### src/rtl/ama_riscv_pkg.sv
// Shared decode-stage definitions: immediate-generator selector encoding and
// the 32-bit immediate expansion used by every lane.
package ama_riscv_pkg;

  localparam int IG_SEL_W = 3;

  typedef logic [IG_SEL_W-1:0] ig_sel_t;

  localparam ig_sel_t IG_DISABLED = 3'd0;
  localparam ig_sel_t IG_I        = 3'd1;
  localparam ig_sel_t IG_S        = 3'd2;
  localparam ig_sel_t IG_B        = 3'd3;
  localparam ig_sel_t IG_J        = 3'd4;
  localparam ig_sel_t IG_U        = 3'd5;

  function automatic logic ig_sel_illegal(input ig_sel_t sel);
    return (sel > IG_U);
  endfunction

  // Input is inst[31:7], so instruction bit b lives at index b-7.
  function automatic logic [31:0] ig_decode32(input ig_sel_t sel, input logic [24:0] inst);
    logic [31:0] imm;
    imm = '0;
    case (sel)
      IG_I:    imm = {{20{inst[24]}}, inst[24:13]};
      IG_S:    imm = {{20{inst[24]}}, inst[24:18], inst[4:0]};
      IG_B:    imm = {{19{inst[24]}}, inst[24], inst[0], inst[23:18], inst[4:1], 1'b0};
      IG_J:    imm = {{11{inst[24]}}, inst[24], inst[12:5], inst[13], inst[23:14], 1'b0};
      IG_U:    imm = {inst[24:5], 12'b0};
      default: imm = '0;
    endcase
    return imm;
  endfunction

endpackage

### src/rtl/ama_riscv_imm_gen_lane.sv
// One immediate-generator lane: combinational decode, illegal flag and the
// hold register that DISABLED selectors replay.
module ama_riscv_imm_gen_lane
  import ama_riscv_pkg::*;
#(
  parameter int XLEN = 32
) (
  input  logic            clk,
  input  logic            rst,
  input  ig_sel_t         sel,
  input  logic [24:0]     inst,
  input  logic            accept,
  output logic [XLEN-1:0] imm,
  output logic            illegal
);

  logic [31:0]     imm32;
  logic [XLEN-1:0] imm_gen;
  logic [XLEN-1:0] hold_q;
  logic            hold_we;

  assign imm32   = ig_decode32(sel, inst);
  // Every format is sign-extended from bit 31 of the 32-bit result, U included.
  assign imm_gen = XLEN'($signed(imm32));
  assign illegal = ig_sel_illegal(sel);
  assign hold_we = accept && (sel != IG_DISABLED) && !illegal;

  // NOTE: sequential state uses non-blocking assignments so every register
  // samples pre-edge values regardless of process ordering.
  always_ff @(posedge clk) begin
    if (rst) hold_q <= '0;
    else if (hold_we) hold_q <= imm_gen;
  end

  // NOTE: the default assignment first keeps this block latch-free.
  always_comb begin
    imm = imm_gen;
    if (sel == IG_DISABLED) imm = hold_q;
    else if (illegal)       imm = '0;
  end

endmodule

### src/rtl/ama_riscv_imm_gen_multi.sv
// Multi-lane immediate generator for the wide decode stage, with an optional
// single registered output stage under a valid/ready handshake.
module ama_riscv_imm_gen_multi
  import ama_riscv_pkg::*;
#(
  parameter int LANES   = 2,
  parameter int XLEN    = 32,
  parameter int OUT_REG = 1
) (
  input  logic                  clk,
  input  logic                  rst,
  input  logic                  in_valid,
  output logic                  in_ready,
  input  logic                  flush,
  input  logic [3*LANES-1:0]    ig_sel,
  input  logic [25*LANES-1:0]   ig_in,
  output logic                  out_valid,
  input  logic                  out_ready,
  output logic [XLEN*LANES-1:0] ig_out,
  output logic [LANES-1:0]      out_illegal
);

  logic                  accept;
  logic [XLEN*LANES-1:0] imm_comb;
  logic [LANES-1:0]      ill_comb;

  // Flush vetoes the accept, so neither hold registers nor the stage update.
  assign accept = in_valid && in_ready && !flush;

  for (genvar k = 0; k < LANES; k++) begin : g_lane
    ama_riscv_imm_gen_lane #(.XLEN(XLEN)) u_lane (
      .clk     (clk),
      .rst     (rst),
      .sel     (ig_sel[IG_SEL_W*k +: IG_SEL_W]),
      .inst    (ig_in[25*k +: 25]),
      .accept  (accept),
      .imm     (imm_comb[XLEN*k +: XLEN]),
      .illegal (ill_comb[k])
    );
  end

  if (OUT_REG != 0) begin : g_reg
    logic                  valid_q;
    logic [XLEN*LANES-1:0] data_q;
    logic [LANES-1:0]      ill_q;

    assign in_ready    = !valid_q || out_ready;
    assign out_valid   = valid_q;
    assign ig_out      = data_q;
    assign out_illegal = ill_q;

    // Data registers keep their contents on flush; only valid is dropped.
    always_ff @(posedge clk) begin
      if (rst) begin
        valid_q <= 1'b0;
        data_q  <= '0;
        ill_q   <= '0;
      end else if (flush) begin
        valid_q <= 1'b0;
      end else if (accept) begin
        valid_q <= 1'b1;
        data_q  <= imm_comb;
        ill_q   <= ill_comb;
      end else if (out_ready) begin
        valid_q <= 1'b0;
      end
    end
  end else begin : g_comb
    assign in_ready    = out_ready;
    assign out_valid   = in_valid && !flush;
    assign ig_out      = imm_comb;
    assign out_illegal = ill_comb;
  end

endmodule

### config.mk
export PLATFORM = sky130hd
export DESIGN_NAME = ama_riscv_imm_gen_multi
export DESIGN_NICKNAME = d
export VERILOG_FILES = /design/src/rtl/ama_riscv_pkg.sv /design/src/rtl/ama_riscv_imm_gen_lane.sv /design/src/rtl/ama_riscv_imm_gen_multi.sv
export SDC_FILE = /design/constraint.sdc
export NUM_CORES = 1
export LEC_CHECK = 0
export CORE_MARGIN = 3
export CORE_UTILIZATION = 60
export DETAILED_ROUTE_END_ITERATION = 8
export DONT_BUFFER_PORTS = 1
export GPL_TIMING_DRIVEN = 0
export PLACE_DENSITY_LB_ADDON = 0.08
export SLEW_MARGIN = 20
export SYNTH_ARGS = -nofsm -noshare
export SYNTH_HDL_FRONTEND = slang
export SYNTH_HIERARCHICAL = 1
export SYNTH_SLANG_ARGS = --single-unit
### constraint.sdc
create_clock -name clk -period 3.3 [get_ports clk]
set_clock_uncertainty 0.15 [all_clocks]
set_input_delay 0.66 -clock clk [delete_from_list [all_inputs] [get_ports clk]]
set_output_delay 0.66 -clock clk [all_outputs]
set_load 0.01 [all_outputs]
# Word level (Yosys, flattened, before mapping)
# Index checks and enable logic that the tools add are counted.
op_classes:
  bitwise: 1
  n_reduce_logical: 18
  mux: 8
  order_cmp: 2
  eq_ne: 10
ops:
  columns: ["operator", "count"]
  rows:
  - ["case mux 32 bit (5 select lines)", 2]
  - ["two-way mux 32 bit", 4]
  - ["== test 3 x 2 -> 1 bit, second input constant", 4]
  - ["== test 3 bit, second input constant", 4]
  - ["== test 3 x 1 -> 1 bit, second input constant", 2]
  - ["> comparator 3 bit, second input constant", 2]
  - ["logical AND 1 bit", 6]
  - ["logical NOT 3 bit", 2]
  - ["nonzero test 3 bit", 2]
  - ["logical NOT 1 bit", 4]
  - ["two-way mux 1 bit", 2]
  - ["AND reduction 2 bit", 1]
  - ["nonzero test 2 bit", 1]
  - ["OR reduction 2 bit", 1]
  - ["logical OR 1 bit", 1]
  - ["NOT 1 bit", 1]
totals:
  output_inout_bits: 68
  register_bits: 131
  word_cells: 44
  in_bits: 61

# Logic depth before layout (Yosys ltp)
# Gate-level depths: netlist (run 1).
logic_depth:
  depth_word: 6
  depth_mapped: 8
  mapped_depth_nobuf: 7

# Modules after synthesis
# The synthesis (run 1) kept the hierarchy.
modules_own_cells:
  columns: ["mod", "cells_per_inst", "instances", "area_per_inst_um2"]
  rows:
  - ["ama_riscv_imm_gen_lane", 252, 2, 2000.7]
  - ["ama_riscv_imm_gen_multi", 291, 1, 2979.1]

# Worst setup path before layout (run 1)
# No wires, ideal clock.
synth_timing:
  path_type: "input to register"
  from: "in out_ready"
  to: "reg g_lane[0].u_lane.hold_q[17]"
  arrival_time_ns: 2.010
  required_time_ns: 3.016
  n_path_buf: 2
  setup_ns: 0.134
  cell_stages: 7
  slack_ns: 1.006
  cell_sequence: "nor2b_1 nor3b_2 buf_4 nand2b_1 nor2_2 clkbuf_1 a211oi_1"
synth_via:
  elab_chain_cells: 5
synth_rtl:
  columns: ["element", "line_no", "rtl"]
  rows:
  - ["start: declaration", "ama_riscv_imm_gen_multi.sv:18", "input logic out_ready,"]
  - ["logical OR 1 bit", "ama_riscv_imm_gen_multi.sv:47", "assign in_ready = !valid_q || out_ready;"]
  - ["logical AND 1 bit (2 in series)", "ama_riscv_imm_gen_multi.sv:28", "assign accept = in_valid && in_ready && !flush;"]
  - ["named net accept", "ama_riscv_imm_gen_multi.sv:23", "logic accept;"]
  - ["logical AND 1 bit (2 in series)", "ama_riscv_imm_gen_lane.sv:26", "assign hold_we = accept && (sel != IG_DISABLED) && !illegal;"]
  - ["end signal: assignment", "ama_riscv_imm_gen_lane.sv:32", "else if (hold_we) hold_q <= imm_gen;"]
  - ["end: declaration", "ama_riscv_imm_gen_lane.sv:19", "logic [XLEN-1:0] hold_q;"]
# The timed path passes the listed nets, and every way through them passes these cells.
# A chain may end at the register's enable or synchronous reset.

# Worst setup path after layout (run 1)
layout_timing:
  from: "reg g_reg.valid_q (netlist: out_valid)"
  to: "reg g_lane[1].u_lane.hold_q[2]"
layout_via:
  elab_chain_cells: 6
layout_rtl:
  columns: ["element", "line_no", "rtl"]
  rows:
  - ["start: declaration", "ama_riscv_imm_gen_multi.sv:43", "logic valid_q;"]
  - ["start signal: assignment", "ama_riscv_imm_gen_multi.sv:55", "valid_q <= 1'b0;"]
  - ["start signal: assignment", "ama_riscv_imm_gen_multi.sv:59", "valid_q <= 1'b0;"]
  - ["start signal: assignment", "ama_riscv_imm_gen_multi.sv:61", "valid_q <= 1'b1;"]
  - ["logical NOT 1 bit", "ama_riscv_imm_gen_multi.sv:47", null]
  - ["logical OR 1 bit", "ama_riscv_imm_gen_multi.sv:47", null]
  - ["logical AND 1 bit (2 in series)", "ama_riscv_imm_gen_multi.sv:28", null]
  - ["named net accept", "ama_riscv_imm_gen_multi.sv:23", null]
  - ["logical AND 1 bit (2 in series)", "ama_riscv_imm_gen_lane.sv:26", null]
  - ["end signal: assignment", "ama_riscv_imm_gen_lane.sv:32", null]
  - ["end: declaration", "ama_riscv_imm_gen_lane.sv:19", null]
# The timed path passes the listed nets, and every way through them passes these cells.

==> Implementation_results.wiki, run 1 <==
{| class="wikitable"
! Metric !! Value
|-
| Status || completed
|-
| Min-Delay Path Depth || 1
|-
| Post-synthesis to final-layout area growth || 11.6%
|-
| Number of buffers inserted by port buffering || 0
|-
| Final setup violation count || 0
|-
| Number of post-CTS setup repair buffers || 0
|-
| DRC violation count after routing || 0
|-
| Diodes inserted || 0
|-
| Critical Setup Path Class || register to register
|-
| Netlist Area Pre-Place || about 7000 sq um
|-
| Total number of vias || 6292
|-
| Top delay family on crit path || simple AND/OR/NAND/NOR gates
|-
| I/O pin count || 129
|-
| Wire length of the first global-routing pass || 32100 um
|-
| Antenna-violating nets left || 0
|-
| Initial DRT Pass Iterations || 6
|-
| Setup TNS Final || 0 ps
|-
| Post-synthesis simple-gate area fraction || 25.4%
|-
| Estimated wirelength of the detail-placed design || 14800 um
|-
| CTS-repair resized insts || 0
|-
| Height of the die || 114 um
|-
| Buffer type at the clock tree root || sky130_fd_sc_hd__clkbuf_16
|-
| Final hold violations || 0
|-
| Pin count of the biggest net entering global routing || 17
|-
| Peak Freq || ~370 MHz
|-
| CTS sink cnt || 131
|-
| Transition time at the pin with the least slew margin || ~630 ps
|-
| Remaining Overflow, GRT || 0
|-
| Worst path bufs/invs || 2
|-
| Worst vdd ir || 0.000498 V
|-
| Stages on worst setup path || 7
|-
| Area share of the largest cell type after synthesis || approximately 38%
|-
| Post-synthesis xor/xnor area fraction || 0%
|-
| Crit path time final || 2670 ps
|-
| Yosys top cell by area || sky130_fd_sc_hd__dfxtp_1
|-
| Max Cap Viol || 0
|-
| FFs w/ async S/R, synth || 0%
|-
| Total wire length || 20200 um
|-
| Worst r2r path cells || 7
|-
| Data required time at the worst endpoint || 3420 ps
|-
| Starting utilization of the core area || 62.7%
|-
| GP Congestion || roughly 0.98
|-
| Wire length per cell || between 20 and 25 um
|-
| Cell variety after synth || 46
|-
| Delay contributed by the slowest stage of the critical path || roughly 510 ps
|-
| R2r setup slk || 630 ps
|-
| Synth Register Bits || about 130
|-
| 1st-iter DRT viols || 848
|-
| Vias per cell || 6.51
|-
| TritonCTS clock tree || yes
|-
| Placed Cells incl. Taps || between 900 and 1000
|-
| Non-filler cells, final || about 970
|-
| Clock-pin slew reported for the worst setup and hold paths after clock tree synthesis || 60 ps
|-
| Commonest non-fill, non-tap cell in the layout || sky130_fd_sc_hd__nand2b_1
|-
| Fraction of the mapped netlist area in compound gates || 21.0%
|-
| Cell-by-cell listing of the critical path || nor2b_1 -> nor3b_2 -> buf_4 -> nand2b_1 -> nor2_2 -> clkbuf_1 -> a211oi_1
|-
| Worst relative slew slack || 57.8%
|-
| Data arrival at the endpoint of the critical path || roughly 2800 ps
|-
| Dominant cells by area after synthesis || sky130_fd_sc_hd__dfxtp_1 38%, sky130_fd_sc_hd__nand2b_1 12%, sky130_fd_sc_hd__mux2i_1 9.8%
|-
| Post-Synthesis Net Count || roughly 860
|-
| Core Util, Final || 70.0%
|-
| Count of mapped cells out of synthesis || 795
|-
| Overall routing resource usage || 31.3%
|-
| Share of synthesized area spent on multiplexers || 10.1%
|-
| Largest buffer count on any clock path || 2
|-
| Kind of end point of the critical path || register
|-
| Placeable core area || 11100 sq um
|-
| H-tree level count || 4
|-
| Seq/Total Area, Yosys || 37.6%
|-
| Min-Delay Path Class || input port to register
|-
| Number of global-route vias before repair || around 6200
|-
| Static leakage || 0.00279 uW
|-
| Number of buffers inserted for hold repair after clock tree synthesis || 0
|-
| RSZ-0062 raised after global routing || false
|-
| Dominant combinational cell family by area after synthesis || simple AND/OR/NAND/NOR gates
|-
| Pwr Total || 4210 uW
|-
| Number of placement rows || 38
|-
| Insertion delay of the later-clocked pin in the worst-skew pair || about 430 ps
|-
| Largest fanout on the critical path || 13
|-
| Number of warnings reported in the yosys synthesis log || 6
|-
| Final Cycle Share || 80.9%
|-
| Per-instance average area after synthesis || about 8.8 sq um
|-
| Die area || 13000 sq um
|-
| Number of max-slew violations in the final report || 0
|-
| Main synth FF type || sky130_fd_sc_hd__dfxtp_1
|-
| Width of the chip || 114 um
|-
| Fraction of layout instances using a drive strength above 1 || 11.0%
|-
| Num CTS Buffers || 17
|-
| Initial antenna violation count || 0
|-
| Launching element type of the critical path || register
|-
| # nets final || between 800 and 900
|-
| Slowest cell on crit path || sky130_fd_sc_hd__clkbuf_1
|-
| P per Cell Area || 540 nW/um^2
|-
| Count of flip-flops with a built-in enable after synthesis || 0
|-
| Highest-count cells in the layout ignoring fill and taps || 136 x sky130_fd_sc_hd__nand2b_1, 131 x sky130_fd_sc_hd__dfxtp_1, 68 x sky130_fd_sc_hd__mux2i_1
|-
| Area share of fa/ha/maj cells after synthesis || less than 1%
|}
[cell type report]
type                       count  area, sq um
sequential                   131         2620
clock inverter                12          180
multi-input combinational    586         3960
clock buffer                  20          457
buffer                        75          383
fill                         921         3330
inverter                       3         11.3
tap                          140          175
[power breakdown]
group	switching, uW	leakage [uW]	internal (uW)
combinational	308	0.00142	203
sequential	45.3	0.00106	1640
clock	702	0.000306	1300
total	1060	0.00279	3150
[cells in the mapped netlist (3+ instances only)]
master,number
sky130_fd_sc_hd__mux2i_1,68
sky130_fd_sc_hd__nand3_1,26
sky130_fd_sc_hd__buf_6,4
sky130_fd_sc_hd__nor2_1,59
sky130_fd_sc_hd__o21ai_0,32
sky130_fd_sc_hd__a21oi_1,6
sky130_fd_sc_hd__nand2b_1,136
sky130_fd_sc_hd__clkbuf_1,34
sky130_fd_sc_hd__a211oi_1,24
sky130_fd_sc_hd__nand4_1,22
sky130_fd_sc_hd__buf_4,11
sky130_fd_sc_hd__nand3b_1,8
sky130_fd_sc_hd__a31oi_1,24
sky130_fd_sc_hd__a22o_1,26
sky130_fd_sc_hd__nor2b_1,5
sky130_fd_sc_hd__a221o_1,20
sky130_fd_sc_hd__dfxtp_1,131
sky130_fd_sc_hd__a22oi_1,24
sky130_fd_sc_hd__inv_1,3
sky130_fd_sc_hd__nand2_1,34
sky130_fd_sc_hd__buf_2,24
sky130_fd_sc_hd__o22ai_1,24
sky130_fd_sc_hd__nor2_2,6
[state kept, by name (all words and copies together), names as in the netlist]
register,flops
g_lane.u_lane/hold_q,64
ig_out,64
out_illegal,2
out_valid,1
[final timing paths]
| kind | start | endpoint |
|---|---|---|
| max | out_valid$_SDFFE_PP0P_ | g_lane[1].u_lane/hold_q[2]$_SDFFE_PP0P_ |
| min | flush | out_valid$_SDFFE_PP0P_ |
| max reg2reg | out_valid$_SDFFE_PP0P_ | g_lane[1].u_lane/hold_q[2]$_SDFFE_PP0P_ |
| min reg2reg | g_lane[0].u_lane/hold_q[11]$_SDFFE_PP0P_ | g_lane[0].u_lane/hold_q[11]$_SDFFE_PP0P_ |
[metrics by stage]
stage / instance area (sq um) / hold WS [ps] / setup WS (ps)
global route: 7790 / 149 / 503
detailed placement: 7160 / 301 / 467
floorplan: 6980 / 287 / 1010
finish: 7790 / 160 / 630
CTS: 7790 / 145 / 666
global placement: 7160 / 298 / 586
[logic make-up (layout without fill, tap and decap cells)]
kind of cell / Yosys count / after routing
AO/OA/AOI/OAI: 200 / 200
flip-flops: 131 / 131
multiplexers: 70 / 70
buffers and inverters: 78 / 110
adder cells (fa/ha/maj): 2 / 2
AND/OR/NAND/NOR: 314 / 314
[worst reg2reg max path: stages (launching register included)]
cell and delay, ps:
sky130_fd_sc_hd__dfxtp_1 330, sky130_fd_sc_hd__nor2b_1 170, sky130_fd_sc_hd__nor3b_2 310, sky130_fd_sc_hd__buf_4 330
sky130_fd_sc_hd__nand2b_1 170, sky130_fd_sc_hd__nor2_2 370, sky130_fd_sc_hd__clkbuf_1 520, sky130_fd_sc_hd__a211oi_1 180
[layer usage]
layer  vias up  share of wire, %  track usage [%]
li1       2937                 -                -
met1      3009                44             42.4
met2       305                45             47.3
met3        41               9.1             9.02
met4         0               2.2             12.0
met5         -                 0                0
Note: power is estimated with default switching activity, not from simulation.
==> run 2: changes to the inputs <==
==> constraint.sdc (replaced) <==
create_clock -name clk -period 2.6 [get_ports clk]
set_clock_uncertainty 0.15 [all_clocks]
set_input_delay 0.52 -clock clk [delete_from_list [all_inputs] [get_ports clk]]
set_output_delay 0.52 -clock clk [all_outputs]
set_load 0.01 [all_outputs]
==> run 2 against run 1 <==
  * Die area unchanged
  * Core utilization increased by 0.11 points
  * Wire length increased by 0.22%
  * Critical path depth grew 1
  * Cell count is the same
  * Via count decreased by 0.46%
  * Flip-flop and latch count did not move
  * Global-route usage hardly changed
  * Final area up 0.16%
  * Critical path type unchanged
  * Critical endpoint is now g_lane[0].u_lane/hold_q[2]$_SDFFE_PP0P_
  * Largest cell class unchanged
  * Highest routed layer unchanged
==> Implementation_results.wiki, run 2 (same netlist as run 1, synthesis figures left out) <==
{| class="wikitable"
! Metric !! Value
|-
| Wire length per cell || 21.0 um (+0.22%)
|-
| Starting utilization of the core area || 62.7% (unchanged)
|-
| Min-Delay Path Depth || 1 (unchanged)
|-
| Max Cap Viol || 0 (unchanged)
|-
| End of the worst hold path || out_valid$_SDFFE_PP0P_
|-
| Post-synthesis to final-layout area growth || 11.8%
|-
| Number of buffers inserted by port buffering || 0 (unchanged)
|-
| H-tree level count || 4 (unchanged)
|-
| CTS sink cnt || 131 (unchanged)
|-
| Switch Pwr || 1350 uW (+28%)
|-
| Number of fill cells || 922 (+0.11%)
|-
| Core Util, Final || 70.2% (+0.11 points)
|-
| Static leakage || 0.00280 uW (+0.28%)
|-
| Data required time at the worst endpoint || 2770 ps (-650 ps)
|-
| Critical Setup Path Class || register to register
|-
| Status || completed
|-
| Commonest non-fill, non-tap cell in the layout || sky130_fd_sc_hd__nand2b_1
|-
| Overall routing resource usage || 31.3% (about the same)
|-
| Initial antenna violation count || 0 (unchanged)
|-
| Top delay family on crit path || simple AND/OR/NAND/NOR gates
|-
| I/O pin count || 129 (unchanged)
|-
| Number of max-slew violations in the final report || 0 (unchanged)
|-
| 1st-iter DRT viols || 838 (-1.2%)
|-
| Worst relative slew slack || 56.5% (-1.3 points)
|-
| Num CTS Buffers || 17 (unchanged)
|-
| Remaining Overflow, GRT || 0 (unchanged)
|-
| Final hold violations || 0 (unchanged)
|-
| Total wire length || 20300 um (+0.22%)
|-
| Final setup margin || 198 ps (-432 ps)
|-
| Min-Delay Path Class || input port to register
|-
| Wire length of the first global-routing pass || 32100 um (about the same)
|-
| Transition time at the pin with the least slew margin || 653 ps (+19.7 ps)
|-
| Pint || 4000 uW (+27%)
|-
| Final setup violation count || 0 (unchanged)
|-
| Kind of end point of the critical path || register
|-
| Height of the die || 114 um (unchanged)
|-
| Width of the chip || 114 um (unchanged)
|-
| R2r setup slk || 200 ps (-430 ps)
|-
| Insertion delay of the later-clocked pin in the worst-skew pair || 430 ps (about the same)
|-
| Worst r2r path cells || 8 (+1)
|-
| Pin count of the biggest net entering global routing || 17 (unchanged)
|-
| Number of placement rows || 38 (unchanged)
|-
| End of the worst register-to-register path || g_lane[0].u_lane/hold_q[2]$_SDFFE_PP0P_
|-
| Diodes inserted || 0 (unchanged)
|-
| Total number of vias || 6263 (-0.46%)
|-
| Placeable core area || 11100 sq um (unchanged)
|-
| P per Cell Area || 685 nW/um^2 (+27%)
|-
| Worst r2r src || out_valid$_SDFFE_PP0P_
|-
| Highest-count cells in the layout ignoring fill and taps || 136 x sky130_fd_sc_hd__nand2b_1, 131 x sky130_fd_sc_hd__dfxtp_1, 68 x sky130_fd_sc_hd__mux2i_1
|-
| Vias per cell || 6.48 (-0.46%)
|-
| Clk pwr share || 47.8% (about the same)
|-
| Minimum setup slack after placement || -93.1 ps (-560 ps)
|-
| Worst path bufs/invs || 2 (unchanged)
|-
| Initial DRT Pass Iterations || 5 (-1)
|-
| Final Cycle Share || 92.4% (+11 points)
|-
| # nets final || 877 (unchanged)
|-
| CTS-repair resized insts || 1 (+1)
|-
| Largest fanout on the critical path || 13 (unchanged)
|-
| Worst vdd ir || 0.000636 V (+28%)
|-
| Portion of total power attributed to sequential cells || 40.0% (about the same)
|-
| Estimated wirelength of the detail-placed design || 14800 um (unchanged)
|-
| Number of global-route vias before repair || 6155 (-0.21%)
|-
| Number of buffers inserted for hold repair after clock tree synthesis || 0 (unchanged)
|-
| TritonCTS clock tree || yes
|-
| Data arrival at the endpoint of the critical path || 2580 ps (-210 ps)
|-
| Largest buffer count on any clock path || 2 (unchanged)
|-
| RSZ-0062 raised after global routing || false
|-
| Switching fraction of total power || 25.3% (+0.14 points)
|-
| DRC violation count after routing || 0 (unchanged)
|-
| Buffer type at the clock tree root || sky130_fd_sc_hd__clkbuf_16
|-
| Crit path time final || 2400 ps (-268 ps)
|-
| Fraction of layout instances using a drive strength above 1 || 11.2% (+0.24 points)
|-
| Antenna-violating nets left || 0 (unchanged)
|-
| Clock-pin slew reported for the worst setup and hold paths after clock tree synthesis || 60 ps (about the same)
|-
| Startpoint of the tightest hold check path || flush
|-
| Number of post-CTS setup repair buffers || 0 (unchanged)
|-
| Slowest cell on crit path || sky130_fd_sc_hd__dfxtp_1
|-
| Part of the power in combinational logic || 12.2% (about the same)
|-
| Cell-by-cell listing of the critical path || nor2b_1 -> nor3b_2 -> buf_4 -> nand2b_1 -> nor2_4 -> buf_4 -> nor2_1 -> a211oi_1
|-
| Most repeated library cell on the critical path || sky130_fd_sc_hd__buf_4
|-
| GP Congestion || 0.981 (unchanged)
|-
| Die area || 13000 sq um (unchanged)
|-
| Delay contributed by the slowest stage of the critical path || 330 ps (-180 ps)
|-
| Pwr Total || 5350 uW (+27%)
|-
| Launching element type of the critical path || register
|-
| Peak Freq || 416 MHz (+11%)
|}
## run 2: power groups by stage
stage          combinational, uW  sequential (uW)  clock, uW
6_report                     651             2140       2560
5_1_grt                      706             2150       2670
4_1_cts                      637             2140       2570
3_5_place_dp                 632             2180          0
3_3_place_gp                 613             2180          0
2_1_floorplan                494             2170          0
## run 2: area by class of cell
type	count	area, sq um	share of cell area (%)
Buffer	75	385	4.94
Clock buffer	20	457	5.85
Clock inverter	12	180	2.31
Inverter	3	11.3	0.144
Multi-Input combinational cell	586	3970	50.9
Sequential cell	131	2620	33.6
Tap cell	140	175	2.24
## run 2: stage by stage
stage / instances / hold WS [ps] / setup TNS, ps / cell area, sq um
6_report: 967 / 15.5 / 0 / 7800
4_1_cts: 967 / 4.81 / 0 / 7790
3_3_place_gp: 935 / 298 / 0 / 7160
3_5_place_dp: 935 / 301 / -761 / 7160
5_1_grt: 967 / 8.95 / 0 / 7800
2_1_floorplan: 795 / 287 / 0 / 6980
## run 2: how the worst max path moves through the flow
stage | to | depth (start not counted) | startpoint
floorplan | g_lane[0].u_lane/hold_q[17]$_SDFFE_PP0P_ | 7 | out_ready
global placement | g_lane[1].u_lane/hold_q[2]$_SDFFE_PP0P_ | 7 | out_ready
detailed placement | g_lane[1].u_lane/hold_q[2]$_SDFFE_PP0P_ | 7 | out_ready
CTS | g_lane[0].u_lane/hold_q[2]$_SDFFE_PP0P_ | 7 | out_valid$_SDFFE_PP0P_
global route | g_lane[1].u_lane/hold_q[1]$_SDFFE_PP0P_ | 8 | out_valid$_SDFFE_PP0P_
finish | g_lane[0].u_lane/hold_q[2]$_SDFFE_PP0P_ | 8 | out_valid$_SDFFE_PP0P_
## run 2: metal layers
| layer | up-vias | routed length (um) | track usage, % |
|---|---|---|---|
| li1 | 2935 | - | - |
| met1 | 2969 | 8930 | 42.5 |
| met2 | 319 | 9000 | 47.5 |
| met3 | 40 | 1860 | 8.75 |
| met4 | 0 | 507 | 12.0 |
| met5 | - | 0 | 0 |
